### config.mk
export PLATFORM = sky130hd
export DESIGN_NAME = sram_like_mem_arbiter
export DESIGN_NICKNAME = d
export VERILOG_FILES = /design/src/rtl/mem_arb_pkg.sv /design/src/rtl/arb_id_fifo.sv /design/src/rtl/sram_like_mem_arbiter.sv
export SDC_FILE = /design/constraint.sdc
export NUM_CORES = 1
export LEC_CHECK = 0
export BUFFER_PORTS_ARGS = -buffer_cell sky130_fd_sc_hd__buf_2
export CAP_MARGIN = 15
export CORE_AREA = 2 2 109 111
export CTS_CLUSTER_DIAMETER = 30
export DETAILED_ROUTE_END_ITERATION = 16
export DIE_AREA = 0 0 111 113
export GPL_ROUTABILITY_DRIVEN = 0
export PLACE_DENSITY = 0.59
export RECOVER_POWER = 100
export SLEW_MARGIN = 5
export SYNTH_ARGS = -nofsm -noshare
export SYNTH_HDL_FRONTEND = slang
export SYNTH_SLANG_ARGS = --single-unit
export TNS_END_PERCENT = 10
### constraint.sdc
create_clock -name clk -period 3.5 [get_ports clk]
set_input_delay 0.175 -clock clk [delete_from_list [all_inputs] [get_ports clk]]
set_output_delay 0.175 -clock clk [all_outputs]
set_load 0.005 [all_outputs]
### src/rtl/mem_arb_pkg.sv
// Shared types for the SRAM-like memory arbiter: master IDs, FSM states, ID FIFO entry.
package mem_arb_pkg;

    localparam logic ID_INST = 1'b0;
    localparam logic ID_DATA = 1'b1;

    localparam int unsigned ENTRY_ID_W   = 1;
    localparam int unsigned ENTRY_DISC_W = 1;
    localparam int unsigned ENTRY_W      = ENTRY_ID_W + ENTRY_DISC_W;

    typedef enum logic [1:0] {
        S_IDLE      = 2'd0,
        S_HOLD_INST = 2'd1,
        S_HOLD_DATA = 2'd2
    } arb_state_t;

    typedef struct packed {
        logic id;
        logic discard;
    } arb_entry_t;

    function automatic arb_state_t hold_state(input logic id);
        return (id == ID_DATA) ? S_HOLD_DATA : S_HOLD_INST;
    endfunction

endpackage

### src/rtl/arb_id_fifo.sv
// In-order FIFO of {id, discard} tags for accepted-but-unanswered requests,
// with a broadcast that marks every fetch entry as discarded.
module arb_id_fifo
    import mem_arb_pkg::*;
#(
    parameter int unsigned OUT_DEPTH = 4
) (
    input  logic       clk,
    input  logic       rst,
    input  logic       i_push,
    input  arb_entry_t i_push_entry,
    input  logic       i_pop,
    input  logic       i_mark_inst,
    output arb_entry_t o_head,
    output logic       o_full,
    output logic       o_empty
);

    localparam int unsigned PTR_W = $clog2(OUT_DEPTH);
    localparam logic [PTR_W:0] DEPTH_CNT = (PTR_W + 1)'(OUT_DEPTH);

    arb_entry_t         r_mem [OUT_DEPTH];
    logic [PTR_W-1:0]   r_wptr;
    logic [PTR_W-1:0]   r_rptr;
    logic [PTR_W:0]     r_count;
    logic               w_push;
    logic               w_pop;

    assign o_full  = (r_count == DEPTH_CNT);
    assign o_empty = (r_count == '0);
    assign o_head  = r_mem[r_rptr];
    assign w_push  = i_push && !o_full;
    assign w_pop   = i_pop && !o_empty;

    always_ff @(posedge clk or posedge rst) begin
        if (rst) begin
            r_wptr  <= '0;
            r_rptr  <= '0;
            r_count <= '0;
            for (int i = 0; i < OUT_DEPTH; i++) begin
                r_mem[i] <= '0;
            end
        end else begin
            // Stale slots may be marked too; they are overwritten before becoming valid.
            if (i_mark_inst) begin
                for (int i = 0; i < OUT_DEPTH; i++) begin
                    if (r_mem[i].id == ID_INST) begin
                        r_mem[i].discard <= 1'b1;
                    end
                end
            end
            if (w_push) begin
                r_mem[r_wptr] <= i_push_entry;
                r_wptr        <= r_wptr + 1'b1;
            end
            if (w_pop) begin
                r_rptr <= r_rptr + 1'b1;
            end
            case ({w_push, w_pop})
                2'b10:   r_count <= r_count + 1'b1;
                2'b01:   r_count <= r_count - 1'b1;
                default: r_count <= r_count;
            endcase
        end
    end

endmodule

### src/rtl/sram_like_mem_arbiter.sv
// Shares one SRAM-like memory port between the fetch and load/store masters.
// Define ARB_ROUND_ROBIN_EN for round-robin arbitration; default is data-over-inst priority.
module sram_like_mem_arbiter
    import mem_arb_pkg::*;
#(
    parameter int unsigned ADDR_W    = 32,
    parameter int unsigned DATA_W    = 32,
    parameter int unsigned OUT_DEPTH = 4
) (
    input  logic              clk,
    input  logic              rst,
    input  logic              flush,
    input  logic              inst_req,
    input  logic [ADDR_W-1:0] inst_addr,
    output logic              inst_addr_ok,
    output logic              inst_data_ok,
    output logic [DATA_W-1:0] inst_rdata,
    input  logic              data_req,
    input  logic              data_wr,
    input  logic [1:0]        data_size,
    input  logic [DATA_W/8-1:0] data_wstrb,
    input  logic [ADDR_W-1:0] data_addr,
    input  logic [DATA_W-1:0] data_wdata,
    output logic              data_addr_ok,
    output logic              data_data_ok,
    output logic [DATA_W-1:0] data_rdata,
    output logic              mem_req,
    output logic              mem_wr,
    output logic [1:0]        mem_size,
    output logic [DATA_W/8-1:0] mem_wstrb,
    output logic [ADDR_W-1:0] mem_addr,
    output logic [DATA_W-1:0] mem_wdata,
    input  logic              mem_addr_ok,
    input  logic              mem_data_ok,
    input  logic [DATA_W-1:0] mem_rdata
);

    arb_state_t r_state;
    arb_entry_t w_head;
    arb_entry_t w_push_entry;
    logic       w_full;
    logic       w_empty;
    logic       w_run;
    logic       w_sel_valid;
    logic       w_sel_id;
    logic       w_both_winner;
    logic       w_owner_req;
    logic       w_mem_req;
    logic       w_push;
    logic       w_resp;

`ifdef ARB_ROUND_ROBIN_EN
    logic r_rr;

    assign w_both_winner = (r_rr == ID_INST) ? ID_DATA : ID_INST;

    always_ff @(posedge clk or posedge rst) begin
        if (rst) begin
            r_rr <= ID_INST;
        end else if (w_push) begin
            r_rr <= w_sel_id;
        end
    end
`else
    assign w_both_winner = ID_DATA;
`endif

    // Outputs are forced low while reset is held, independent of the clock.
    assign w_run = !rst;

    always_comb begin
        w_sel_valid = 1'b0;
        w_sel_id    = ID_INST;
        case (r_state)
            S_IDLE: begin
                if (!w_full) begin
                    if (data_req && inst_req) begin
                        w_sel_valid = 1'b1;
                        w_sel_id    = w_both_winner;
                    end else if (data_req) begin
                        w_sel_valid = 1'b1;
                        w_sel_id    = ID_DATA;
                    end else if (inst_req) begin
                        w_sel_valid = 1'b1;
                        w_sel_id    = ID_INST;
                    end
                end
            end
            S_HOLD_INST: begin
                w_sel_valid = 1'b1;
                w_sel_id    = ID_INST;
            end
            S_HOLD_DATA: begin
                w_sel_valid = 1'b1;
                w_sel_id    = ID_DATA;
            end
            default: ;
        endcase
    end

    assign w_owner_req = (w_sel_id == ID_DATA) ? data_req : inst_req;
    assign w_mem_req   = w_run && w_sel_valid && w_owner_req;
    assign w_push      = w_mem_req && mem_addr_ok;

    always_comb begin
        mem_req   = w_mem_req;
        mem_wr    = 1'b0;
        mem_size  = 2'd0;
        mem_wstrb = '0;
        mem_addr  = '0;
        mem_wdata = '0;
        if (w_mem_req) begin
            if (w_sel_id == ID_DATA) begin
                mem_wr    = data_wr;
                mem_size  = data_size;
                mem_wstrb = data_wstrb;
                mem_addr  = data_addr;
                mem_wdata = data_wdata;
            end else begin
                mem_size  = 2'd2;
                mem_addr  = inst_addr;
            end
        end
    end

    assign inst_addr_ok = w_push && (w_sel_id == ID_INST);
    assign data_addr_ok = w_push && (w_sel_id == ID_DATA);

    assign w_resp       = w_run && mem_data_ok && !w_empty;
    assign inst_data_ok = w_resp && (w_head.id == ID_INST) && !w_head.discard && !flush;
    assign data_data_ok = w_resp && (w_head.id == ID_DATA);
    assign inst_rdata   = inst_data_ok ? mem_rdata : '0;
    assign data_rdata   = data_data_ok ? mem_rdata : '0;

    assign w_push_entry.id      = w_sel_id;
    assign w_push_entry.discard = flush && (w_sel_id == ID_INST);

    arb_id_fifo #(
        .OUT_DEPTH(OUT_DEPTH)
    ) u_id_fifo (
        .clk         (clk),
        .rst         (rst),
        .i_push      (w_push),
        .i_push_entry(w_push_entry),
        .i_pop       (w_resp),
        .i_mark_inst (flush && w_run),
        .o_head      (w_head),
        .o_full      (w_full),
        .o_empty     (w_empty)
    );

    // Grant lock: an un-acknowledged request keeps the mux pinned to its owner.
    always_ff @(posedge clk or posedge rst) begin
        if (rst) begin
            r_state <= S_IDLE;
        end else begin
            case (r_state)
                S_IDLE: begin
                    if (w_mem_req && !mem_addr_ok) begin
                        r_state <= hold_state(w_sel_id);
                    end
                end
                S_HOLD_INST, S_HOLD_DATA: begin
                    if (mem_addr_ok) begin
                        r_state <= S_IDLE;
                    end
                end
                default: r_state <= S_IDLE;
            endcase
        end
    end

endmodule
After elaboration in Yosys (flattened, before gate mapping)
Cells that the tools add are included.
W data, S select, Z words.
{ "word_totals": {"reg_bits": 17, "inputBits": 142, "out_inout_bits": 140, "elab_cells": 101} }
{ "classes": {"n_addsub": 4, "magnitude_cmp": 3, "eq_ne": 7, "n_mux": 42, "bitwise": 4, "reduce_logical": 29} }
{ "op_table": {"columns": ["cell", "n"], "rows": [
  ["$mux W32", 6],
  ["$logic_and A1 B1 Y1", 18],
  ["$mux W1", 18],
  ["$mux W2", 8],
  ["$bwmux W8", 1],
  ["$mux W4", 2],
  ["$mux W7", 1],
  ["$ge A3 B3 Y1 const B", 2],
  ["$logic_not A1 Y1", 6],
  ["$not A2 Y3", 2],
  ["$pmux W3 S2", 1],
  ["$add A2 B1 Y2 const B", 2],
  ["$bmux W2 S2", 1],
  ["$demux W2 S2", 1],
  ["$eq A2 B1 Y1 const B", 2],
  ["$eq A2 B2 Y1 const B", 2],
  ["$pmux W1 S2", 2],
  ["$pmux W2 S2", 1],
  ["$add A3 B1 Y3 const B", 1],
  ["$eq A3 B3 Y1 const B", 1],
  ["$logic_not A3 Y1", 1],
  ["$lt A3 B1 Y1 const B", 1],
  ["$sub A3 B1 Y3 const B", 1],
  ["$logic_not A2 Y1", 1],
  ["other kinds (6)", 7]
]} }

Longest topological paths before layout
{ "logic_depth": {"depth_word": 11, "ltp_mapped": 13, "mapped_depth_nobuf": 12} }

Modules after synthesis
Synthesis repeated with hierarchy kept, for this count alone.
{ "hier_totals": {"hier_cells": 338, "hier_area_um2": 2448.6} }
{ "by_module_without_submodules": {"columns": ["mod", "n_inst", "cells_per_inst", "area_each_um2", "seq_area_each_um2"], "rows": [
  ["sram_like_mem_arbiter", 1, 270, 1640.3, 50.0],
  ["arb_id_fifo", 1, 68, 808.3, 375.4]
]} }

Worst setup path before layout
Ideal clock, no wire load.
{ "synth_path": {"path_kind": "flip-flop to flip-flop", "startpoint": "register u_id_fifo.r_count[0]", "endpoint": "register u_id_fifo.r_count[2]", "setup_time_ns": 0.079, "arrival_ns": 2.590, "required_time_ns": 3.421, "slack_ns": 0.830, "stages_incl_launch_ff": 12, "n_path_buf": 1, "period_less_slack_ns": 2.670, "path_cell_list": "dfrtp_1 -> or3b_1 -> buf_2 -> a311o_4 -> and3_4 -> inv_1 -> ha_1 -> inv_1 -> fa_1 -> xor2_1 -> nor2_1 -> xor2_1"} }
{ "synth_via": {"elab_chain_len": 9, "elab_cells_between_ends": 21, "cone_classes": "add/sub: 2; eq/ne: 3; mux: 6; reduce/logical: 10"} }
{ "synth_rtl": {"columns": ["element", "line", "text"], "rows": [
  ["start: declaration", "arb_id_fifo.sv:25", "logic [PTR_W:0] r_count;"],
  ["start signal: assignment", "arb_id_fifo.sv:60", "2'b10: r_count <= r_count + 1'b1;"],
  ["start signal: assignment", "arb_id_fifo.sv:61", "2'b01: r_count <= r_count - 1'b1;"],
  ["start signal: assignment", "arb_id_fifo.sv:62", "default: r_count <= r_count;"],
  ["$eq A3 B3 Y1", "arb_id_fifo.sv:29", "assign o_full = (r_count == DEPTH_CNT);"],
  ["$mux W1", "sram_like_mem_arbiter.sv:76", "if (!w_full) begin"],
  ["$pmux W1 S2", "sram_like_mem_arbiter.sv:74", "case (r_state)"],
  ["$mux W1 / $logic_and A1 B1 Y1 (equally long branches)", "sram_like_mem_arbiter.sv:101, sram_like_mem_arbiter.sv:102", null],
  ["$logic_and A1 B1 Y1", "sram_like_mem_arbiter.sv:102", "assign w_mem_req = w_run && w_sel_valid && w_owner_req;"],
  ["$logic_and A1 B1 Y1", "sram_like_mem_arbiter.sv:103", "assign w_push = w_mem_req && mem_addr_ok;"],
  ["$logic_and A1 B1 Y1", "arb_id_fifo.sv:32", "assign w_push = i_push && !o_full;"],
  ["$eq A2 B1 Y1 / $eq A2 B2 Y1 (equally long branches)", "arb_id_fifo.sv:59", "case ({w_push, w_pop})"],
  ["$pmux W3 S2 / $reduce_bool A2 Y1 (equally long branches)", null, null]
]} }
Several ways; a longest one is shown, not always the timed one.
A chain may end at the register's enable or synchronous reset.

Worst setup path after layout
{ "layout_path": {"startpoint": "register r_state[0]", "endpoint": "output mem_wdata[23]"} }
{ "layout_via": {"elab_chain_len": 6, "elab_cells_between_ends": 11, "cone_classes": "eq/ne: 2; mux: 5; reduce/logical: 4"} }
{ "layout_rtl": {"columns": ["element", "line", "text"], "rows": [
  ["start: declaration", "sram_like_mem_arbiter.sv:38", "arb_state_t r_state;"],
  ["start signal: assignment", "sram_like_mem_arbiter.sv:160", "r_state <= hold_state(w_sel_id);"],
  ["$eq A2 B1 Y1 / $eq A2 B2 Y1 (equally long branches)", "sram_like_mem_arbiter.sv:74", null],
  ["$reduce_or A2 Y1 (no source line)", null, null],
  ["$pmux W1 S2", "sram_like_mem_arbiter.sv:74", null],
  ["$logic_and A1 B1 Y1 (2 in series)", "sram_like_mem_arbiter.sv:102", null],
  ["$mux W32 (*)", "sram_like_mem_arbiter.sv:112", "if (w_mem_req) begin"],
  ["end: declaration", "sram_like_mem_arbiter.sv:32", "output logic [DATA_W-1:0] mem_wdata,"]
]} }
Every way passes the cells marked *; elsewhere a longest branch is shown, timed or not.

==> flow_metrics.tcl <==
set metrics [dict create \
    status "complete, no violations" \
    synthesis.nets 475 \
    die_w_um 111 \
    synth_seq_cells 17 \
    fp.dieH_um 113 \
    worst-path-stages 7 \
    cts_setup_buffers 0 \
    required_ps 3320 \
    setup_viol 0 \
    initial_core_util_pct 20.21 \
    wl_met1_mm 4.369 \
    synthCells 324 \
    core_area_mm2 0.01127 \
    antenna_found_initial 0 \
    grt_pass1_wl_mm 15.17 \
    syn_to_final_growth_pct 65.18 \
    power_leakage_nw 2.195 \
    end_kind "output pin" \
    p_per_area_mw_per_mm2 521.4 \
    finClkSkew_ps 1.205 \
    slew_viol_final 0 \
    cp_slowest_cell "clkbuf_1" \
    port_buffers 281 \
    synth_top_area_cell "and2_1" \
    critPathMaxStageDelay_ps 880 \
    path_cells "inv_1, ha_1, a22oi_1, nor2b_1, clkbuf_1, and2_0, buf_2" \
    rows 39 \
    htree_levels 1 \
    die_area_mm2 0.01254 \
    clk_latency_ps 240 \
    worst_pin_slew_ps 1188 \
    grt_pass1_vias 3064 \
    clk_path_buf_depth 2 \
    fin_area_mm2 0.003764 \
    max_freq_ghz 0.3425 \
    yosysWarnings 0 \
    grt_usage_pct 14.14 \
    synth.avg_cell_area_um2 7.032 \
    rsz0062_at_grt "no" \
    wl_met2_mm 4.978 \
    reg2regPathDepth 12 \
    hold_path_end "r_state[0]" \
    highest_layer "met4" \
    hp-start "inst_req" \
    grt_max_degree 39 \
    ctsHoldBuffers 0 \
    cts-resized-gates 0 \
    detail-route-antenna-nets 0 \
    routed_wl_mm 9.937 \
    clkTransAtPathRegs_ps 50 \
    vdd_drop_max_mv 0.3037 \
    hold_class "input port to register" \
    vias 3257 \
    io_pins 282 \
    startpoint_type "register" \
    max-slew-margin-rel_pct 20.82 \
    crit_type "register to output pin" \
    drtPass1Iterations 5 \
    vias_per_cell 4.443 \
    synth_area_leaders "and2_1 20%, dfrtp_1 19%, nand2_1 11%, and3_1 9.9%, a21oi_1 7.0%" \
    cts_buffers 3 \
    cp.buffers_inverters 3 \
    fillers 1248 \
    reg2reg_to "u_id_fifo.r_count[2]" \
    hold_viol_final 0 \
    cts-root-buf "clkbuf_16" \
    synthDistinctLibCells 37 \
    cts_tree "done" \
    overflow 0 \
    cap_violations 0 \
    r2r_slack_ps 660 \
    diodes 0 \
    final_util_pct 33.39 \
    cp_top_family "buffers and inverters" \
    tns_ps 0 \
    dp_hpwl_mm 7.974 \
    timing.rr.start "r_state[0]" \
    ys_seq_area_share_pct 18.67 \
    syn_area_mm2 0.002278 \
    finalCriticalPeriod_ps 2920 \
    met3_length_um 554 \
    drc 0 \
    cp_max_fo 38 \
    final_layout_size_suffix_gt1_share_pct 40.17 \
    hold_depth 3 \
    synth_top_area_share_pct 19.77 \
    finalCritPeriodShare_pct 83.43 \
    layout.nets 742 \
    place_area_mm2 0.003801 \
    drt-initial-drc-count 185 \
    cts_sinks 17 \
    cp.arrival_ps 2740 \
    wl_per_cell_um 13.56 \
]
==> per-stage QoR <==
step                      total power [W]  worst slack, ps  std cells  hold slack (ps)
after floorplan                  0.001292            830.5        324            109.5
after global placement           0.001755            737.6        729            290.8
after detailed placement         0.001801            711.1        729            296.8
after CTS                        0.002047            657.8        733            32.98
after global routing             0.002168            270.9        733            259.5
final                            0.001962            580.0        733            241.3
==> synthesized netlist by cell type, drive strengths merged <==
library cell,count
and2,72
nand2,67
and3,37
a21oi,32
dfrtp,17
clkbuf,16
nor2,13
inv,11
buf,9
ha,8
mux2,5
mux2i,5
nand4,5
xnor2,3
xor2,3
a31o,2
a31oi,2
mux4,2
nor2b,2
o211ai,2
a2111oi,1
a221o,1
a22oi,1
a311o,1
fa,1
nand2b,1
nor3,1
nor3b,1
nor4b,1
o311a,1
or3b,1
==> cells by family after synthesis <==
family	Yosys count	synth area share, %
mux	12	6.809
xor+xnor	6	2.307
fa+ha+maj	9	5.272
compound gates	43	12.80
simple gates	201	47.50
flops	17	18.67
buf+inv	36	6.644
==> flip-flops by register name (all words and copies together) (netlist names) <==
| signal | count |
|---|---|
| r_state | 2 |
| u_id_fifo.r_count | 3 |
| u_id_fifo.r_mem | 8 |
| u_id_fifo.r_rptr | 2 |
| u_id_fifo.r_wptr | 2 |
==> placed cells by master (no fill, tap or decap), types with 6 or more instances in the layout <==
| cell | instances |
|---|---|
| ha_1 | 8 |
| a21oi_1 | 32 |
| nand2_1 | 67 |
| nor2_1 | 13 |
| and2_0 | 28 |
| clkbuf_1 | 65 |
| and3_1 | 37 |
| and2_1 | 44 |
| buf_2 | 212 |
| inv_1 | 11 |
| dfrtp_1 | 17 |
| clkbuf_2 | 6 |
==> layer usage <==
metal	track usage [%]	vias up
met5	0	-
met4	0.9167	0
met3	2.250	4
met2	24.46	117
met1	19.55	1530
li1	-	1606
==> worst reg2reg max path, cell delays in order (launching register included) <==
cell and delay [ps]:
dfrtp_1 410, inv_1 110, ha_1 380, nor2_1 130, a2111oi_4 510, and3_1 320
inv_1 60, ha_1 200, inv_1 80, fa_1 180, xor2_1 140, nor2_1 60
xor2_1 130
==> power breakdown <==
| group | leakage [nW] | internal (W) | switching [W] | total, W |
|---|---|---|---|---|
| clock | 0.0409 | 0.000153 | 0.0000737 | 0.000226 |
| combinational | 1.96 | 0.000549 | 0.000810 | 0.00136 |
| sequential | 0.196 | 0.000291 | 0.0000857 | 0.000376 |
==> how the worst max path moves through the flow <==
stage	slack [ps]	startpoint	to
after detailed placement	710	r_state[0]	u_id_fifo.r_count[2]
after floorplan	830	u_id_fifo.r_count[0]	u_id_fifo.r_count[2]
after global routing	270	u_id_fifo.r_count[0]	inst_rdata[3]
final	580	r_state[0]	mem_wdata[23]
after CTS	660	r_state[0]	u_id_fifo.r_count[2]
after global placement	740	u_id_fifo.r_count[0]	u_id_fifo.r_count[2]
==> area by class of cell <==
type | instances | area [um2] | area share [%]
inverters | 11 | 41.29 | 1.097
flip-flops and latches | 17 | 425.4 | 11.30
repair buffers | 287 | 1361 | 36.17
well taps | 143 | 178.9 | 4.754
clock buffers | 3 | 75.07 | 1.995
multi-input cells | 271 | 1677 | 44.55
clock inverters | 1 | 5.005 | 0.1330
Note: power is estimated with default switching activity, not from simulation.
